File: src/rtl/mem_stage_pkg.sv
// Shared definitions for the memory-access pipeline stage: load-type encoding,
// bus widths and exception codes.
package mem_stage_pkg;

   localparam int unsigned MEM_SIDE_W  = 160;
   localparam int unsigned MEM_TO_EX_W = 2;
   localparam int unsigned FWD_ADDR_W  = 5;
   localparam int unsigned FWD_DATA_W  = 32;

   localparam logic [5:0] ECODE_INT = 6'h00;
   localparam logic [5:0] ECODE_PIL = 6'h01;
   localparam logic [5:0] ECODE_PIS = 6'h02;
   localparam logic [5:0] ECODE_ADE = 6'h08;
   localparam logic [5:0] ECODE_ALE = 6'h09;
   localparam logic [5:0] ECODE_SYS = 6'h0b;
   localparam logic [5:0] ECODE_BRK = 6'h0c;
   localparam logic [5:0] ECODE_INE = 6'h0d;

   typedef enum logic [1:0] {
      LdW = 2'd0,
      LdB = 2'd1,
      LdH = 2'd2
   } ld_size_e;

   typedef struct packed {
      ld_size_e size;
      logic     u;
   } ld_type_t;

   function automatic ld_type_t ld_decode(input logic b, input logic h, input logic u);
      ld_type_t t;
      t.u    = u;
      t.size = b ? LdB : (h ? LdH : LdW);
      return t;
   endfunction

endpackage

File: src/rtl/mem_load_align.sv
// Shifts the read word down to the addressed byte/halfword and sign- or
// zero-extends it to 32 bits.
module mem_load_align
   import mem_stage_pkg::*;
(
   input  logic [31:0] rdata,
   input  logic [1:0]  addr_lo,
   input  logic        b,
   input  logic        h,
   input  logic        u,
   output logic [31:0] data
);

   logic [31:0] sh;
   ld_type_t    lt;

   assign sh = rdata >> {addr_lo, 3'b000};
   assign lt = ld_decode(b, h, u);

   always_comb begin
      data = sh;
      unique case (lt.size)
         LdB:     data = {{24{~lt.u & sh[7]}}, sh[7:0]};
         LdH:     data = {{16{~lt.u & sh[15]}}, sh[15:0]};
         default: data = sh;
      endcase
   end

endmodule

File: src/rtl/mem_stage.sv
// Memory-access pipeline stage: waits for the data-SRAM response, buffers it if
// writeback stalls, and drops responses owned by flushed instructions.
module mem_stage
   import mem_stage_pkg::*;
#(
   parameter int unsigned SIDE_W = MEM_SIDE_W,
   parameter int unsigned DISC_W = 2
) (
   input  logic                   clk,
   input  logic                   resetn,
   input  logic                   ex_to_mem_valid,
   output logic                   mem_allowin,
   input  logic [31:0]            ex_pc,
   input  logic                   ex_rf_we,
   input  logic [4:0]             ex_rf_waddr,
   input  logic [31:0]            ex_alu_result,
   input  logic                   ex_res_from_mem,
   input  logic                   ex_mem_req,
   input  logic [1:0]             ex_addr_lo,
   input  logic                   ex_ld_b,
   input  logic                   ex_ld_h,
   input  logic                   ex_ld_u,
   input  logic                   ex_excep_en,
   input  logic                   ex_ertn_flush,
   input  logic [SIDE_W-1:0]      ex_side,
   input  logic                   data_sram_data_ok,
   input  logic [31:0]            data_sram_rdata,
   input  logic                   flush,
   input  logic                   wb_allowin,
   output logic                   mem_to_wb_valid,
   output logic [31:0]            mem_pc,
   output logic                   mem_rf_we,
   output logic [4:0]             mem_rf_waddr,
   output logic [31:0]            mem_final_result,
   output logic                   mem_excep_en,
   output logic                   mem_ertn_flush,
   output logic [SIDE_W-1:0]      mem_side,
   output logic                   mem_fwd_we,
   output logic [FWD_ADDR_W-1:0]  mem_fwd_waddr,
   output logic [FWD_DATA_W-1:0]  mem_fwd_data,
   output logic                   mem_fwd_block,
   output logic [MEM_TO_EX_W-1:0] mem_to_ex_bus
);

   localparam logic [DISC_W-1:0] DiscMax = '1;

   logic              mem_valid;
   logic [31:0]       mem_alu_result;
   logic              mem_res_from_mem;
   logic              mem_mem_req;
   logic [1:0]        mem_addr_lo;
   logic              mem_ld_b, mem_ld_h, mem_ld_u;
   logic              rbuf_valid;
   logic [31:0]       rbuf_data;
   logic [DISC_W-1:0] disc_cnt, disc_cnt_d;
   logic              own_ok, ready_go, leave, rbuf_set, disc_inc, disc_dec;
   logic [31:0]       rdata_sel, load_data;

   // A response only belongs to us once every stale one has been swallowed.
   assign own_ok          = data_sram_data_ok & (disc_cnt == '0);
   assign ready_go        = ~mem_mem_req | rbuf_valid | own_ok;
   assign leave           = mem_valid & ready_go & wb_allowin;
   assign mem_allowin     = ~mem_valid | (ready_go & wb_allowin);
   assign mem_to_wb_valid = mem_valid & ready_go & ~flush;

   assign rbuf_set = mem_valid & mem_mem_req & ~rbuf_valid & own_ok & ~wb_allowin;
   assign disc_inc = flush & mem_valid & mem_mem_req & ~rbuf_valid & ~own_ok;
   assign disc_dec = data_sram_data_ok & (disc_cnt != '0);

   always_ff @(posedge clk or negedge resetn) begin
      if (!resetn) begin
         mem_valid <= 1'b0;
      end else if (flush) begin
         mem_valid <= 1'b0;
      end else if (mem_allowin) begin
         mem_valid <= ex_to_mem_valid;
      end
   end

   always_ff @(posedge clk or negedge resetn) begin
      if (!resetn) begin
         mem_pc           <= '0;
         mem_rf_we        <= 1'b0;
         mem_rf_waddr     <= '0;
         mem_alu_result   <= '0;
         mem_res_from_mem <= 1'b0;
         mem_mem_req      <= 1'b0;
         mem_addr_lo      <= '0;
         mem_ld_b         <= 1'b0;
         mem_ld_h         <= 1'b0;
         mem_ld_u         <= 1'b0;
         mem_excep_en     <= 1'b0;
         mem_ertn_flush   <= 1'b0;
         mem_side         <= '0;
      end else if (ex_to_mem_valid && mem_allowin) begin
         mem_pc           <= ex_pc;
         mem_rf_we        <= ex_rf_we;
         mem_rf_waddr     <= ex_rf_waddr;
         mem_alu_result   <= ex_alu_result;
         mem_res_from_mem <= ex_res_from_mem;
         mem_mem_req      <= ex_mem_req;
         mem_addr_lo      <= ex_addr_lo;
         mem_ld_b         <= ex_ld_b;
         mem_ld_h         <= ex_ld_h;
         mem_ld_u         <= ex_ld_u;
         mem_excep_en     <= ex_excep_en;
         mem_ertn_flush   <= ex_ertn_flush;
         mem_side         <= ex_side;
      end
   end

   always_ff @(posedge clk or negedge resetn) begin
      if (!resetn) begin
         rbuf_valid <= 1'b0;
         rbuf_data  <= '0;
      end else if (flush || leave) begin
         rbuf_valid <= 1'b0;
      end else if (rbuf_set) begin
         rbuf_valid <= 1'b1;
         rbuf_data  <= data_sram_rdata;
      end
   end

   always_comb begin
      disc_cnt_d = disc_cnt;
      if (disc_inc && !disc_dec && disc_cnt != DiscMax) begin
         disc_cnt_d = disc_cnt + DISC_W'(1);
      end else if (disc_dec && !disc_inc) begin
         disc_cnt_d = disc_cnt - DISC_W'(1);
      end
   end

   always_ff @(posedge clk or negedge resetn) begin
      if (!resetn) begin
         disc_cnt <= '0;
      end else begin
         disc_cnt <= disc_cnt_d;
      end
   end

   disc_sat_a: assert property (@(posedge clk) disable iff (!resetn)
      !(disc_inc && !disc_dec && disc_cnt == DiscMax));

   assign rdata_sel = rbuf_valid ? rbuf_data : data_sram_rdata;

   mem_load_align u_load_align (
      .rdata   (rdata_sel),
      .addr_lo (mem_addr_lo),
      .b       (mem_ld_b),
      .h       (mem_ld_h),
      .u       (mem_ld_u),
      .data    (load_data)
   );

   assign mem_final_result = mem_res_from_mem ? load_data : mem_alu_result;
   assign mem_fwd_we       = mem_valid & mem_rf_we;
   assign mem_fwd_waddr    = mem_rf_waddr;
   assign mem_fwd_data     = mem_final_result;
   assign mem_fwd_block    = mem_valid & mem_res_from_mem & ~ready_go;
   assign mem_to_ex_bus    = {mem_valid & mem_excep_en, mem_valid & mem_ertn_flush};

endmodule

File: config.mk
export PLATFORM = sky130hd
export DESIGN_NAME = mem_stage
export DESIGN_NICKNAME = d
export VERILOG_FILES = /design/src/rtl/mem_stage_pkg.sv /design/src/rtl/mem_load_align.sv /design/src/rtl/mem_stage.sv
export SDC_FILE = /design/constraint.sdc
export NUM_CORES = 1
export LEC_CHECK = 0
export BUFFER_PORTS_ARGS = -buffer_cell sky130_fd_sc_hd__buf_4
export CORE_AREA = 8 8 210 212
export CTS_CLUSTER_SIZE = 30
export DETAILED_ROUTE_END_ITERATION = 8
export DIE_AREA = 0 0 218 220
export GPL_ROUTABILITY_DRIVEN = 0
export PLACE_DENSITY = 0.54
export SETUP_SLACK_MARGIN = 0.1
export SLEW_MARGIN = 20
export SYNTH_ARGS = -nofsm -noshare
export SYNTH_HDL_FRONTEND = slang
export SYNTH_SLANG_ARGS = --single-unit
File: constraint.sdc
create_clock -name clk -period 2.3 [get_ports clk]
set_input_delay 0.46 -clock clk [delete_from_list [all_inputs] [get_ports clk]]
set_output_delay 0.46 -clock clk [all_outputs]
set_load 0.1 [all_outputs]
==> results.toml <==
[power_and_ir_drop]
power_density_mw_per_mm2 = 1110
fin_total_pwr_mw = 22.6
vdd_drop_max_v = 0.000814
p_leak_nw = 9.34

[synthesis]
yosysTopAreaCellShare_pct = 57.0
synth-compound-area-share_pct = 3.18
avgSynthCellArea_um2 = 14.8
netlist_area_mm2 = 0.0121
post-synth-top-area-cell = "dfrtp_1"
synth_warnings = 0
ys.flop_type = "dfrtp_1"
async_reset_ff_share_pct = 100
synthTopCellsByCount = "dfrtp_1 (275), mux2_2 (228), buf_4 (50)"
yosys.area_share.simple_pct = 3.23
synth.area.mux_share_pct = 31.1
post_synth_inst_count = 818
ys_types = 38
syn_nets = 1095
synth-seq-cells = 275
synth_adder_area_share_pct = 0
ys_seq_area_share_pct = 57.0
synth_top_family_by_area = "multiplexers"
yosysMostFrequentCell = "dfrtp_1"
yosys.area_share.xor_xnor_pct = 0
netlist_top_cells_area = "dfrtp_1 (57%), mux2_2 (21%), mux2_1 (4.0%)"
synth-edff-count = 0

[route]
ant_nets = 0
viasPerCell = 4.67
route.detailed.drc = 0
dr.pass1.iters = 6
wl_per_cell_um = 25.3
wirelength_um = 50400
drtIter0Drc = 365
vias = 9283

[global_routing]
overflow = 0
globalRouteTotalUtil_pct = 19.8
antenna_found_initial = 10
grt_max_degree = 78
grt_pass1_wl_um = 70100
first_global_vias = 10500

[timing]
rsz0062_at_grt = "yes"
final.period_utilization_pct = 132
relSlewSlack_pct = 70.9
timing.hold.ws_ns = 0.139
drv_slew = 0
worst_pin_slew_ns = 0.424
setup_viol = 162
fin_worst_skew_ns = 0.0211
period_needed_ns = 3.03
clock.fmax_ghz = 0.330
finalHoldViolations = 0
setup_ws_ns = -0.728

[floorplanning]
rows = 74
die_y_um = 220
start_util_pct = 29.8
die_area_mm2 = 0.0480
pin_count = 552
die_w_um = 218
core_area_mm2 = 0.0406

[critical_path]
reg2regPathDepth = 11
timing.reg2reg.setup_slack_ns = -0.06
slowest_stage = "mux4_2"
worstPathArrival_ns = 2.57
cp_cell_sequence = "mux2i_1, mux4_2, buf_4, o21ai_4, buf_12, o32a_4, buf_12"
critPathMaxFanout = 11
r2r_end = "mem_side[59]$_DFFE_PN0P_"
required_ns = 1.84
cp-end-kind = "output port"
path_class = "reg2out"
crit_path_max_incr_delay_ns = 0.54
startpoint_type = "flop"
crit_top_cell = "buf_12"
worstReg2RegStart = "rbuf_valid$_DFFE_PN0P_"

[place]
io_buffers = 551
dp_hpwl_um = 38600
place_area_mm2 = 0.0174

[final_layout]
syn_to_final_growth_pct = 68.3
drive_above_1_share_pct = 71.3
final_core_util_pct = 50.1
stdcell_area_mm2 = 0.0203
fin_nets = 1711
nFillCells = 3552

[hold_path]
min_path_type = "in2reg"
hold_end = "mem_valid$_DFFE_PN0P_"
hold_start = "flush"
holdPathStages = 2

[clock_network]
clk_path_buf_depth = 3
insertion_delay_ns = 0.54
clk_pin_slew_ns = 0.06
cts_buffers = 34
cts_num_sinks = 275
htreeDepth = 2
root_buffer = "clkbuf_16"
cts_tree = "done"

[status]
status = "finished with violations"
violations = "setup timing"

[job]
drv_cap = 0
## where the power goes
| part | switching (mW) | internal (mW) | total (mW) |
|---|---|---|---|
| registers | 0.491 | 5.60 | 6.09 |
| logic | 7.92 | 3.52 | 11.4 |
| clock network | 2.10 | 2.95 | 5.05 |
## registers in the layout, summed over array words and instances, names as in the netlist
signal	cells
mem_ld_b	1
mem_pc	32
mem_fwd_waddr	5
mem_alu_result	32
mem_addr_lo	2
mem_rf_we	1
rbuf_valid	1
mem_valid	1
disc_cnt	2
mem_mem_req	1
rbuf_data	32
mem_ertn_flush	1
mem_side	160
mem_excep_en	1
mem_res_from_mem	1
mem_ld_h	1
mem_ld_u	1
## stage by stage
step / std cells / setup slack, ns / TNS, ns
6_report: 1989 / -0.728 / -44.91
4_1_cts: 1965 / -0.753 / -45.39
3_5_place_dp: 1890 / -0.292 / -15.21
2_1_floorplan: 818 / -0.623 / -15.85
5_1_grt: 1989 / -0.802 / -65.33
3_3_place_gp: 1890 / -0.285 / -14.72
## how the worst max path moves through the flow
stage,from,endpoint,depth (start not counted)
after global placement,data_sram_rdata[23],mem_final_result[28],8
after global routing,mem_addr_lo[0]$_DFFE_PN0P_,mem_final_result[26],7
after CTS,mem_addr_lo[0]$_DFFE_PN0P_,mem_final_result[26],7
after floorplan,mem_addr_lo[0]$_DFFE_PN0P_,mem_fwd_data[16],7
final,mem_addr_lo[0]$_DFFE_PN0P_,mem_final_result[26],7
after detailed placement,data_sram_rdata[23],mem_final_result[28],8
## worst max-delay path: cells and delay by family (launching register included)
family | cells | cell delay (ns)
AO/OA/AOI/OAI | 2 | 0.37
buffers and inverters | 3 | 0.51
flip-flops | 1 | 0.45
multiplexers | 2 | 0.69
## metal layers
layer / up-vias / wire length [µm] / GRT usage [%]
met5: - / 95 / 0
met4: 14 / 1410 / 7.08
met3: 83 / 5130 / 9.27
met2: 346 / 25800 / 35.0
met1: 4708 / 17900 / 20.3
li1: 4132 / - / -
## placed cells by master (no fill, tap or decap), types with 12 or more instances in the layout
master,netlist,routed
mux2_1,43,41
clkbuf_16,0,42
buf_4,50,549
mux2i_1,37,14
mux4_2,15,15
buf_6,16,16
buf_12,0,87
mux2i_4,0,16
nand2_1,14,12
nor2_1,34,31
dfrtp_1,275,272
mux2_2,228,191
mux2_4,0,39
## timing repair
| item | in CTS | in global routing |
|---|---|---|
| setup endpoints to repair | 67 | 303 |
| gates cloned | 1 | 10 |
| hold buffers | 1 | 0 |
| resized for setup | 276 | 52 |
| endpoints found under the hold margin | 38 | 0 |
| setup buffers | 18 | 12 |
| pin swaps | 25 | 19 |
## cells by family (layout without fill, tap and decap cells)
kind of cell    Yosys count  after routing
buf+inv                  90            726
other cells               0              3
simple gates             80             80
compound gates           50             50
mux                     323            323
flops                   275            275
## cell type report
| type | count | area [µm²] | area share, % |
|---|---|---|---|
| Clock inverter | 8 | 67.6 | 0.333 |
| Multi-Input combinational cell | 453 | 5350 | 26.4 |
| Clock buffer | 48 | 975 | 4.80 |
| Antenna cell | 3 | 7.51 | 0.0370 |
| Tap cell | 532 | 666 | 3.28 |
| Timing Repair Buffer | 666 | 6340 | 31.2 |
| Sequential cell | 275 | 6890 | 33.9 |
| Inverter | 4 | 15.0 | 0.0739 |
(Power assumes the default switching activity.)
